===== src/rtl/div_pkg.sv =====
// Shared types and constants for the sequential integer divider.
package div_pkg;

    localparam int DIV_WIDTH = 32;

    typedef enum logic [1:0] {
        S_IDLE = 2'd0,
        S_CALC = 2'd1,
        S_FIX  = 2'd2,
        S_DONE = 2'd3
    } div_state_e;

    // RISC-V M-extension funct3 codes for the divide group
    localparam logic [2:0] F3_DIV  = 3'b100;
    localparam logic [2:0] F3_DIVU = 3'b101;
    localparam logic [2:0] F3_REM  = 3'b110;
    localparam logic [2:0] F3_REMU = 3'b111;

    function automatic logic f3_is_signed(input logic [2:0] funct3);
        return (funct3 == F3_DIV) || (funct3 == F3_REM);
    endfunction

endpackage


===== src/rtl/div_step.sv =====
// One restoring-division iteration: trial subtract of the divisor from the
// shifted partial remainder, keeping the difference only when it is non-negative.
module div_step #(
    parameter int WIDTH = 32
) (
    input  logic [WIDTH-1:0] rem,
    input  logic             dvd_msb,
    input  logic [WIDTH-1:0] divisor,
    output logic [WIDTH-1:0] rem_next,
    output logic             qbit
);

    logic [WIDTH:0] partial;

    // rem < divisor on entry, so a successful difference always fits WIDTH bits
    always_comb begin
        partial  = {rem, dvd_msb};
        qbit     = (partial >= {1'b0, divisor});
        rem_next = qbit ? (partial[WIDTH-1:0] - divisor) : partial[WIDTH-1:0];
    end

endmodule


===== src/rtl/int_div_seq.sv =====
// Radix-2 restoring divider for DIV/DIVU/REM/REMU; one quotient bit per cycle.
// state  | meaning
// S_IDLE | waiting for start
// S_CALC | iterating, cnt_q = current quotient bit index from the top
// S_FIX  | apply result signs, load q/r
// S_DONE | ready pulse; may accept the next start directly
module int_div_seq
    import div_pkg::*;
#(
    parameter int WIDTH = DIV_WIDTH,
    parameter int CNT_W = 6
) (
    input  logic             clk,
    input  logic             clrn,
    input  logic             start,
    input  logic             sign,
    input  logic [WIDTH-1:0] a,
    input  logic [WIDTH-1:0] b,
    input  logic             cancel,
    output logic [WIDTH-1:0] q,
    output logic [WIDTH-1:0] r,
    output logic             busy,
    output logic             ready
);

    localparam logic [CNT_W-1:0] LAST_ITER = CNT_W'(WIDTH - 1);

    div_state_e       state_q, state_d;
    logic [CNT_W-1:0] cnt_q, cnt_d;
    logic [WIDTH-1:0] dvd_q, dvd_d;
    logic [WIDTH-1:0] dvs_q, dvs_d;
    logic [WIDTH-1:0] rem_q, rem_d;
    logic [WIDTH-1:0] q_q, q_d;
    logic [WIDTH-1:0] r_q, r_d;
    logic             neg_quo_q, neg_quo_d;
    logic             neg_rem_q, neg_rem_d;
    logic             div0_q, div0_d;

    logic             accept;
    logic             last_iter;
    logic [WIDTH-1:0] rem_next;
    logic             qbit;

    div_step #(.WIDTH(WIDTH)) u_step (
        .rem      (rem_q),
        .dvd_msb  (dvd_q[WIDTH-1]),
        .divisor  (dvs_q),
        .rem_next (rem_next),
        .qbit     (qbit)
    );

    assign accept    = start && !cancel && (state_q == S_IDLE || state_q == S_DONE);
    assign last_iter = (cnt_q == LAST_ITER);

    always_ff @(posedge clk or negedge clrn) begin
        if (!clrn) begin
            state_q   <= S_IDLE;
            cnt_q     <= '0;
            dvd_q     <= '0;
            dvs_q     <= '0;
            rem_q     <= '0;
            q_q       <= '0;
            r_q       <= '0;
            neg_quo_q <= 1'b0;
            neg_rem_q <= 1'b0;
            div0_q    <= 1'b0;
        end else begin
            state_q   <= state_d;
            cnt_q     <= cnt_d;
            dvd_q     <= dvd_d;
            dvs_q     <= dvs_d;
            rem_q     <= rem_d;
            q_q       <= q_d;
            r_q       <= r_d;
            neg_quo_q <= neg_quo_d;
            neg_rem_q <= neg_rem_d;
            div0_q    <= div0_d;
        end
    end

    always_comb begin
        state_d = state_q;
        case (state_q)
            S_IDLE, S_DONE: begin
                if (accept) state_d = (b == '0) ? S_FIX : S_CALC;
                else        state_d = S_IDLE;
            end
            S_CALC: begin
                if (cancel)         state_d = S_IDLE;
                else if (last_iter) state_d = S_FIX;
            end
            S_FIX:   state_d = cancel ? S_IDLE : S_DONE;
            default: state_d = S_IDLE;
        endcase
    end

    always_comb begin
        busy  = (state_q == S_CALC) || (state_q == S_FIX);
        ready = (state_q == S_DONE);
    end

    // The dividend register doubles as the quotient: bits leave at the top
    // and quotient bits enter at the bottom.
    always_comb begin
        cnt_d     = cnt_q;
        dvd_d     = dvd_q;
        dvs_d     = dvs_q;
        rem_d     = rem_q;
        q_d       = q_q;
        r_d       = r_q;
        neg_quo_d = neg_quo_q;
        neg_rem_d = neg_rem_q;
        div0_d    = div0_q;

        if (accept) begin
            cnt_d  = '0;
            rem_d  = '0;
            div0_d = (b == '0);
            if (b == '0 || !sign) begin
                dvd_d     = a;
                dvs_d     = b;
                neg_quo_d = 1'b0;
                neg_rem_d = 1'b0;
            end else begin
                dvd_d     = a[WIDTH-1] ? -a : a;
                dvs_d     = b[WIDTH-1] ? -b : b;
                neg_quo_d = a[WIDTH-1] ^ b[WIDTH-1];
                neg_rem_d = a[WIDTH-1];
            end
        end else if (state_q == S_CALC && !cancel) begin
            rem_d = rem_next;
            dvd_d = {dvd_q[WIDTH-2:0], qbit};
            cnt_d = last_iter ? '0 : cnt_q + CNT_W'(1);
        end

        // Divide-by-zero skipped CALC, so dvd_q still holds the raw dividend
        if (state_q == S_FIX && !cancel) begin
            if (div0_q) begin
                q_d = '1;
                r_d = dvd_q;
            end else begin
                q_d = neg_quo_q ? -dvd_q : dvd_q;
                r_d = neg_rem_q ? -rem_q : rem_q;
            end
        end
    end

    assign q = q_q;
    assign r = r_q;

endmodule


===== config.mk =====
export PLATFORM = sky130hd
export DESIGN_NAME = int_div_seq
export DESIGN_NICKNAME = d
export VERILOG_FILES = /design/src/rtl/div_pkg.sv /design/src/rtl/div_step.sv /design/src/rtl/int_div_seq.sv
export SDC_FILE = /design/constraint.sdc
export NUM_CORES = 1
export LEC_CHECK = 0
export CELL_PAD_IN_SITES_DETAIL_PLACEMENT = 0
export CELL_PAD_IN_SITES_GLOBAL_PLACEMENT = 2
export CORE_MARGIN = 5
export CORE_UTILIZATION = 35
export CTS_BUF_LIST = sky130_fd_sc_hd__clkbuf_8
export CTS_CLUSTER_DIAMETER = 80
export DETAILED_ROUTE_END_ITERATION = 16
export PLACE_DENSITY = 0.93
export SLEW_MARGIN = 20
export SYNTH_ARGS = -nofsm -noshare
export SYNTH_HDL_FRONTEND = slang
export SYNTH_SLANG_ARGS = --single-unit

===== constraint.sdc =====
create_clock -name clk -period 3.69 [get_ports clk]
set_clock_uncertainty 0.2 [all_clocks]
set_input_delay 0.9225 -clock clk [delete_from_list [all_inputs] [get_ports clk]]
set_output_delay 0.9225 -clock clk [all_outputs]
set_load 0.05 [all_outputs]

## After elaboration in Yosys (flattened, before gate mapping)

Index checks and enable logic that the tools add are counted.

| cells by class | value |
|---|---|
| $add $sub $neg | 6 |
| multipliers | 0 |
| divide/modulo/power cells | 0 |
| magnitude comparators | 1 |
| equal/unequal tests | 5 |
| shifts and indexed selects | 0 |
| mux-type cells | 24 |
| bitwise operators | 1 |
| reduce and logical (&&, ||, !) cells | 13 |

Operators with widths:

| kind | number |
|---|---|
| $mux W32 | 13 |
| $neg A32 Y32 | 4 |
| $ge A33 B32 Y1 | 1 |
| $logic_not A32 Y1 | 1 |
| $sub A32 B32 Y32 | 1 |
| $mux W6 | 3 |
| $mux W2 | 5 |
| $add A6 B1 Y6 const B | 1 |
| $eq A6 B5 Y1 const B | 1 |
| $pmux W2 S3 | 1 |
| $eq A2 B2 Y1 const B | 2 |
| $logic_and A1 B1 Y1 | 4 |
| $logic_or A1 B1 Y1 | 3 |
| $ne A3 B3 Y1 const B | 1 |
| $eq A2 B1 Y1 const B | 1 |
| $logic_not A1 Y1 | 2 |
| $logic_not A2 Y1 | 1 |
| $mux W1 | 2 |
| $reduce_bool A2 Y1 | 1 |
| $reduce_or A2 Y1 | 1 |
| $xor A1 B1 Y1 | 1 |

| storage, ports and cells | value |
|---|---|
| flip-flop bits (word level) | 171 |
| bits in latches | 0 |
| memory bits (writable) | 0 |
| memory bits (read-only) | 0 |
| input bits | 69 |
| output and inout port bits | 66 |
| memories kept | 0 |

## Logic depth before layout (Yosys ltp)

Gate-level depths: netlist of run 1.

| depth | value |
|---|---|
| depth after elaboration | 5 |
| depth in mapped cells | 14 |

## Modules after synthesis

A second synthesis of run 1 with hierarchy kept.

| second synthesis, totals | value |
|---|---|
| cells, all modules | 1535 |
| area total of the unflattened synthesis | 12309.3 sq um |

Modules (own cells, without submodules):

| module | times used | cells each | area an instance (sq um) |
|---|---|---|---|
| int_div_seq | 1 | 1187 | 9999.6 |
| div_step | 1 | 348 | 2309.7 |

## Worst setup path after synthesis of run 1

Ideal clock, no wire load.

| timing | value |
|---|---|
| path type | input port to flip-flop |
| start point | input a[0] |
| end point | register dvd_q[26] |
| library setup time | 0.082 ns |
| data arrival time | 3.481 ns |
| slack | -0.073 ns |
| cell stages on the path | 12 |
| cell sequence | inv_1 ha_1 nor2b_1 nand2_1 or4_1 or3_1 or4_1 clkbuf_1 o41ai_1 xnor2_1 nor2_1 a31oi_1 |

| between the ends | value |
|---|---|
| longest elaborated chain between the ends | 4 |

RTL lines:

| element | line | text |
|---|---|---|
| start, declared | int_div_seq.sv:17 | `input logic [WIDTH-1:0] a,` |
| $neg A32 Y32 | int_div_seq.sv:125 | `dvd_d = a[WIDTH-1] ? -a : a;` |
| $mux W32 | int_div_seq.sv:125 |  |
| $mux W32 | int_div_seq.sv:119 | `if (b == '0 \|\| !sign) begin` |
| $mux W32 | int_div_seq.sv:115 | `if (accept) begin` |
| end signal, assigned | int_div_seq.sv:70 | `dvd_q <= dvd_d;` |
| end, declared | int_div_seq.sv:30 | `logic [WIDTH-1:0] dvd_q, dvd_d;` |

No other way between the ends.
A chain may end at the register's enable or synchronous reset.

## Worst setup path after layout of run 1

| timing | value |
|---|---|
| start point | input b[24] |
| end point | register dvd_q[19] |

| between the ends | value |
|---|---|
| longest elaborated chain between the ends | 4 |

RTL lines:

| element | line | text |
|---|---|---|
| start, declared | int_div_seq.sv:18 | `input logic [WIDTH-1:0] b,` |
| $logic_not A32 Y1 | int_div_seq.sv:119 |  |
| $logic_or A1 B1 Y1 | int_div_seq.sv:119 |  |
| $mux W32 | int_div_seq.sv:119 |  |
| $mux W32 | int_div_seq.sv:115 |  |

No other way between the ends.

==> results by group, run 1 <==
CTS
  – Clock Tree Buf Depth: 2
  – Clk root buf: clkbuf_8
  – TritonCTS clock tree: done
  – Worst-path clk slew: about 0.1 ns
  – Clock latency on the worst-skew pair: 0.46 ns
  – Clock Sinks: approximately 170
  – H-tree levels: 4
  – Total CTS buffers: 17
  – Setup Buffers After CTS: 0

Floorplan
  – Floorplan row count: 66
  – DIE HEIGHT: ~190 um
  – Initial Utilization: 35.2%
  – Ports: about 140
  – Die Area: roughly 36000 sq um
  – Die span in x: roughly 190 um
  – Core region area: ~32000 sq um

GRT
  – Initial antenna violation count: 0
  – GRT Total Usage: a little under a fifth
  – GRT overflow: 0
  – Number of global-route vias before repair: approximately 10000
  – First-pass GRT wire length: 55.8 mm
  – Largest net degree at the start of global routing: between 70 and 80

Setup path
  – Worst path required time: ~3.9 ns
  – Worst path slowest cell: or4_4
  – Most used cell, CP: or4_4
  – CP Capture Type: flop
  – Setup crit start kind: input port
  – Crit path cell chain: clkdlybuf4s50_1 > or4_4 > nor3_4 > nand4_1 > or4_4 > and3_4 > buf_12 > o31ai_1 > xnor2_1 > nor2_1 > a31oi_1
  – Worst-path fanout max: 27
  – Worst path arrival time: 3.77 ns
  – Critical setup path kind: in -> reg
  – Worst path max stage delay: 0.61 ns

Routing
  – Routed WL: roughly 35 mm
  – Via count: 10600
  – Final ANT Viol Nets: 0
  – DRC: 0
  – DRT Pass-1 Iters: 5
  – Via density: 5.17
  – Iter 0 DRT Violations: approximately 660
  – Drt wl/cell: ~17 um

Place
  – Detailed-placement wirelength estimate: 27.3 mm
  – Number of buffers added on ports: between 100 and 150
  – Inst Count DP: around 2000
  – GP Congestion: between 0.8 and 0.9

Synth
  – Post-synthesis sequential area ratio: between 30% and 40%
  – Main synth FF type: dfrtp_1
  – Synth warnings: 0
  – Synth Register Bits: 171
  – Share of the synthesized area in the top cell type: a little under two fifths
  – Synth unique cells: 66
  – Syn_area_per_cell: between 8 and 9 sq um
  – Syn Inst Count: roughly 1400
  – EDFF count, synth: 0
  – Largest area contributor in the netlist: dfrtp_1
  – Ys async rst share: 100%
  – Mapped Area: between 10000 and 15000 sq um
  – Largest cells by area after synthesis: dfrtp_1 38%, o21ai_0 6.9%, xor2_1 6.4%
  – Post-Syn Nets: about 1500

Power
  – Internal Power: 4.73 mW
  – Reg power frac: between 30% and 40%
  – Net Sw Power: between 4 and 5 mW
  – Gate power share: between 50% and 60%
  – Overall Power: around 9 mW
  – VDD IR max: between 0.0004 and 0.0005 V
  – Power per cell area: 620 nW/um^2
  – Pleak: 6.40 nW
  – Sw Ratio: between 40% and 50%
  – Clock Power Share: between 10% and 20%

Cells and area
  – Area of the multi-input gates: slightly below 7000 sq um
  – # diodes: 0
  – Area grow syn2layout: 27.5%
  – Layout Nets: ~1700
  – Finished Layout Cells: around 2000
  – Fill cell count: roughly 3200
  – Share of cells above drive strength 1: between 10% and 20%
  – Register area: 4280 sq um

Timing
  – Setup violators final: 0
  – Period utilization: 97.1%
  – Max Fclk: between 200 and 300 MHz
  – Final hold vios: 0
  – Final Slew Violations: 0
  – Min cycle time layout: 3.58 ns
  – Slew margin rel.: 40.5%
  – Slew @ Worst Pin: slightly below 0.9 ns

Flow run
  – Max cap viols: 0

Status
  – Outcome: finished clean

Hold path
  – Hold Path Class: in -> async
## cell type report
type	instances	area share [%]
Clock buffer	19	1.80
Clock inverter	13	0.656
Inverter	53	1.37
Multi-Input combinational cell	1086	46.5
Sequential cell	171	29.5
Tap cell	442	3.82
Timing Repair Buffer	262	16.4
## critical path, delay by kind of cell
family	cells	cell delay, ns
simple gates	6	1.84
xor+xnor	1	0.18
compound gates	2	0.25
buf+inv	2	0.56
## state kept, by name, indices dropped and copies added (netlist names)
name and cells:
r 32, neg_rem_q 1, neg_quo_q 1, q 32, state_q 2, rem_q 32
cnt_q 6, dvs_q 32, div0_q 1, dvd_q 32
## routing by layer
metal  global-route usage, %  wire [um]  vias to the layer above
li1                        -          -                     5279
met1                    26.9      16600                     5006
met2                    32.0      16500                      257
met3                    2.40       1570                       30
met4                    3.90        401                        0
met5                       0          0                        -
## cells by family (layout without fill, tap and decap cells)
group | after synthesis | in the layout | synth area share, %
mux | 17 | 17 | 1.51
xor+xnor | 147 | 147 | 11.3
flops | 171 | 171 | 37.6
fa+ha+maj | 41 | 41 | 4.58
compound gates | 412 | 412 | 21.4
buf+inv | 130 | 347 | 4.35
simple gates | 469 | 469 | 19.2
## power by group through the flow
stage                     clock [mW]  sequential (mW)  combinational [mW]
final                           1.24             3.15                4.59
after global routing            1.34             3.23                5.02
after CTS                       1.27             3.15                4.60
after detailed placement           0             3.18                4.58
after global placement             0             3.16                4.55
after floorplan                    0             3.72                2.28
## synth_stat cells, types with 25 or more instances
master    count
a21oi_1     127
nor2_1      123
dfrtp_1     171
nand2_1     192
clkbuf_1     68
ha_1         40
a31oi_1      25
inv_1        53
xnor2_1      64
xor2_1       83
o31ai_1      30
o21ai_0     157
## final timing paths
check                                           start               endpoint  slack [ns]  cells past startpoint
min in group clk                dvs_q[26]$_DFFE_PN0P_  dvs_q[26]$_DFFE_PN0P_        0.29                      2
worst min register to register  dvs_q[26]$_DFFE_PN0P_  dvs_q[26]$_DFFE_PN0P_        0.29                      2
worst max register to register   rem_q[8]$_DFFE_PN0P_      r[29]$_DFFE_PN0P_        0.20                      8
worst min-delay path                             clrn  dvd_q[24]$_DFFE_PN0P_        0.26                      1
worst max-delay path                            b[24]  dvd_q[19]$_DFFE_PN0P_        0.11                     11
max in group asynchronous                        clrn  neg_quo_q$_DFFE_PN0P_        2.19                      2
## cell usage in the layout (no fill, tap or decap), types with 40 or more instances in the layout
cell,count
clkdlybuf4s50_1,126
dfrtp_1,171
a21oi_1,127
nand2_1,192
buf_4,124
inv_1,54
o21ai_0,155
nor2_1,122
ha_1,40
xor2_1,83
xnor2_1,64
## through the flow
stage	util [%]	setup TNS, ns	hold slack [ns]	cell area (sq um)	worst slack [ns]
floorplan	-	0	0.250	11400	0.0167
global route	44.9	-0.0187	0.318	14500	-0.0115
detailed placement	43.4	-14.46	0.270	14000	-0.702
global placement	43.4	-13.35	0.262	14000	-0.607
CTS	44.5	-0.0367	0.292	14400	-0.0367
finish	44.9	0	0.256	14500	0.107
## what timing repair did
action                                 CTS  global route
gates cloned                             0             0
endpoints found under the hold margin    0             0
pin swaps                                0            13
gates resized for setup                  3            27
hold buffers                             0             0
setup endpoints to repair                4            34
Note: power is estimated with default switching activity, not from simulation.
==> run 2: changes to the inputs <==
--- a/config.mk
+++ b/config.mk
@@ -8,11 +8,11 @@
 export CELL_PAD_IN_SITES_DETAIL_PLACEMENT = 0
 export CELL_PAD_IN_SITES_GLOBAL_PLACEMENT = 2
 export CORE_MARGIN = 5
-export CORE_UTILIZATION = 35
+export CORE_UTILIZATION = 38
 export CTS_BUF_LIST = sky130_fd_sc_hd__clkbuf_8
 export CTS_CLUSTER_DIAMETER = 80
 export DETAILED_ROUTE_END_ITERATION = 16
-export PLACE_DENSITY = 0.93
+export PLACE_DENSITY = 0.95
 export SLEW_MARGIN = 20
 export SYNTH_ARGS = -nofsm -noshare
 export SYNTH_HDL_FRONTEND = slang
==> constraint.sdc (replaced) <==
create_clock -name clk -period 4.3 [get_ports clk]
set_clock_uncertainty 0.2 [all_clocks]
set_input_delay 1.075 -clock clk [delete_from_list [all_inputs] [get_ports clk]]
set_output_delay 1.075 -clock clk [all_outputs]
set_load 0.05 [all_outputs]
==> run 2 against run 1 <==
Die area is 7.5% lower. Non-clock buffer count decreased by 75. Count of clock-buffer cells in the layout decreased by 2. Combinational power down 21%. First-iteration DRC count grew 27%. Design area is 5.4% lower. Worst setup slack gained 0.18 ns. Clock power fell by 9%. Core utilization grew 1.5 points. Sequential share of layout area increased by 1.7 points. Wire length decreased by 5.0%. Critical path type is now reg -> reg. Critical endpoint is now rem_q[30]$_DFFE_PN0P_. Largest cell class unchanged.
==> results by group, run 2 (synthesis results as in run 1) <==
Floorplan
  – Die Area: 33500 sq um (-7.5%)
  – Die span in x: 183 um (-3.8%)
  – Initial Utilization: 38.5% (+3.2 points)
  – DIE HEIGHT: 183 um (-3.8%)
  – Floorplan row count: 63 (-4.5%)
  – Ports: 135 (unchanged)
  – Core region area: 29600 sq um (-8.5%)

Power
  – Power per cell area: 552 nW/um^2 (-11%)
  – Net Sw Power: 3.65 mW (-14%)
  – Clock Power Share: 15.0% (+1.2 points)
  – Gate power share: 48.0% (-3.1 points)
  – Pleak: 5.93 nW (-7.3%)
  – Reg power frac: 37.0% (+1.9 points)
  – VDD IR max: 0.000229 V (-43%)
  – Overall Power: 7.57 mW (-16%)
  – Internal Power: 3.91 mW (-17%)
  – Sw Ratio: 48.3% (+0.95 points)

CTS
  – Clk root buf: clkbuf_8
  – Hold-fix buffers at CTS: 0 (unchanged)
  – Resized cells post-CTS: 0 (-3)
  – Clock Sinks: 171 (unchanged)
  – TritonCTS clock tree: done
  – Setup Buffers After CTS: 0 (unchanged)
  – Total CTS buffers: 17 (unchanged)
  – Clock latency on the worst-skew pair: 0.50 ns (+0.04 ns)
  – H-tree levels: 4 (unchanged)
  – Worst-path clk slew: 0.10 ns (about the same)
  – Clock Tree Buf Depth: 2 (unchanged)

Cells and area
  – Area grow syn2layout: 20.7%
  – Fill cell count: 2977 (-8.0%)
  – Most frequent cells in the layout: 192 x nand2_1, 171 x dfrtp_1, 157 x o21ai_0, 133 x clkdlybuf4s50_1, 127 x a21oi_1
  – # diodes: 0 (unchanged)
  – Layout Nets: 1626 (-4.4%)
  – Share of cells above drive strength 1: 7.13% (-5.5 points)
  – Leading cell type in the layout, fill and taps excluded: nand2_1

Setup path
  – Worst path max stage delay: 0.48 ns (-0.13 ns)
  – Most used cell, CP: inv_1
  – Setup crit start kind: flop
  – Crit path cell chain: inv_1 > ha_1 > inv_1 > fa_1 > a21o_1 > a221oi_1 > a211oi_1 > o31a_1 > nor2b_1 > o41ai_1 > buf_4 > o211ai_1 > xnor2_1 > o21ai_0
  – CP Capture Type: flop
  – Worst-path fanout max: 3 (-89%)
  – Critical setup path kind: reg -> reg
  – Worst path slowest cell: dfrtp_1
  – Worst path required time: 4.50 ns (+0.62 ns)
  – Worst path arrival time: 4.22 ns (+0.45 ns)

Timing
  – Final Slew Violations: 0 (unchanged)
  – Period utilization: 93.3%
  – Slew @ Worst Pin: 0.905 ns (+0.0128 ns)
  – Final hold vios: 0 (unchanged)
  – Final worst setup slack: 0.289 ns (+0.182 ns)
  – Setup TNS: 0 ns (unchanged)
  – Slew margin rel.: 39.7% (-0.85 points)
  – Setup violators final: 0 (unchanged)
  – RSZ-0062 raised after global routing: no
  – Max Fclk: around 250 MHz
  – Min cycle time layout: 4.01 ns

GRT
  – Number of global-route vias before repair: 10000 (-2.4%)
  – First-pass GRT wire length: 54.3 mm (-2.7%)
  – GRT overflow: 0 (unchanged)
  – Initial antenna violation count: 0 (unchanged)
  – Largest net degree at the start of global routing: 75 (-2.6%)
  – GRT Total Usage: 19.9% (+0.77 points)

Routing
  – Iter 0 DRT Violations: 837 (+27%)
  – Via count: 10200 (-3.2%)
  – Final ANT Viol Nets: 0 (unchanged)
  – DRC: 0 (unchanged)
  – DRT Pass-1 Iters: 5 (unchanged)
  – Via density: 5.33 (+3.2%)
  – Routed WL: 33.3 mm (-5.0%)
  – Drt wl/cell: 17.4 um (+1.2%)

Status
  – Outcome: finished clean

Place
  – GP Congestion: 0.849 (-3.0%)
  – Detailed-placement wirelength estimate: 25.7 mm (-5.8%)
  – Number of buffers added on ports: 134 (unchanged)
  – Setup WS pre-CTS: -0.170 ns (+0.532 ns)

Hold path
  – Hold Path Class: reg -> reg

Flow run
  – Max cap viols: 0 (unchanged)
run 2: final cells by class:
class                   instances  area, sq um  share of cell area (%)
clock inverters                15          144                    1.05
flip-flops and latches        171         4280                    31.2
inverters                      53          199                    1.45
multi-input cells            1086         6610                    48.2
repair buffers                187         1770                    12.9
well taps                     390          488                    3.56
clock buffers                  17          234                    1.71
run 2: path summary, 6_finish.rpt:
check | startpoint | end | slack, ns | cells past startpoint
setup / recovery | dvd_q[31]$_DFFE_PN0P_ | rem_q[30]$_DFFE_PN0P_ | 0.29 | 14
hold / removal | dvs_q[15]$_DFFE_PN0P_ | dvs_q[15]$_DFFE_PN0P_ | 0.29 | 2
setup reg to reg | dvd_q[31]$_DFFE_PN0P_ | rem_q[30]$_DFFE_PN0P_ | 0.29 | 14
hold reg to reg | dvs_q[15]$_DFFE_PN0P_ | dvs_q[15]$_DFFE_PN0P_ | 0.29 | 2
max in group asynchronous | clrn | q[30]$_DFFE_PN0P_ | 2.61 | 2
min in group asynchronous | clrn | dvd_q[25]$_DFFE_PN0P_ | 0.37 | 1
run 2: power groups by stage:
stage	Sequential, mW	Clock [mW]	Combinational, mW
4_1_cts	2.80	1.17	3.65
2_1_floorplan	3.19	0	1.95
6_report	2.80	1.13	3.63
5_1_grt	2.87	1.23	3.99
3_5_place_dp	2.83	0	3.64
3_3_place_gp	2.81	0	3.60
run 2: worst max-delay path, delay by kind of cell, from the launching register on:
family | cells | cell delay, ns
AO/OA/AOI/OAI | 7 | 1.80
XOR/XNOR | 1 | 0.14
adder cells (fa/ha/maj) | 2 | 0.62
buffers and inverters | 3 | 0.53
flip-flops | 1 | 0.48
AND/OR/NAND/NOR | 1 | 0.17
run 2: routing by layer:
metal | up-vias | wire (um) | GRT usage [%]
met3 | 31 | 1530 | 2.78
met2 | 237 | 15600 | 32.8
met5 | - | 0 | 0
met1 | 4830 | 15800 | 28.1
li1 | 5136 | - | -
met4 | 0 | 438 | 4.44
run 2: through the flow:
step / utilization [%] / std cells / area (sq um) / hold slack [ns]
4_1_cts: 46.4 / 1919 / 13700 / 0.297
2_1_floorplan: - / 1387 / 11400 / 0.250
6_report: 46.4 / 1919 / 13700 / 0.289
5_1_grt: 46.4 / 1919 / 13700 / 0.314
3_3_place_gp: 45.1 / 1887 / 13300 / 0.263
3_5_place_dp: 45.1 / 1887 / 13300 / 0.273
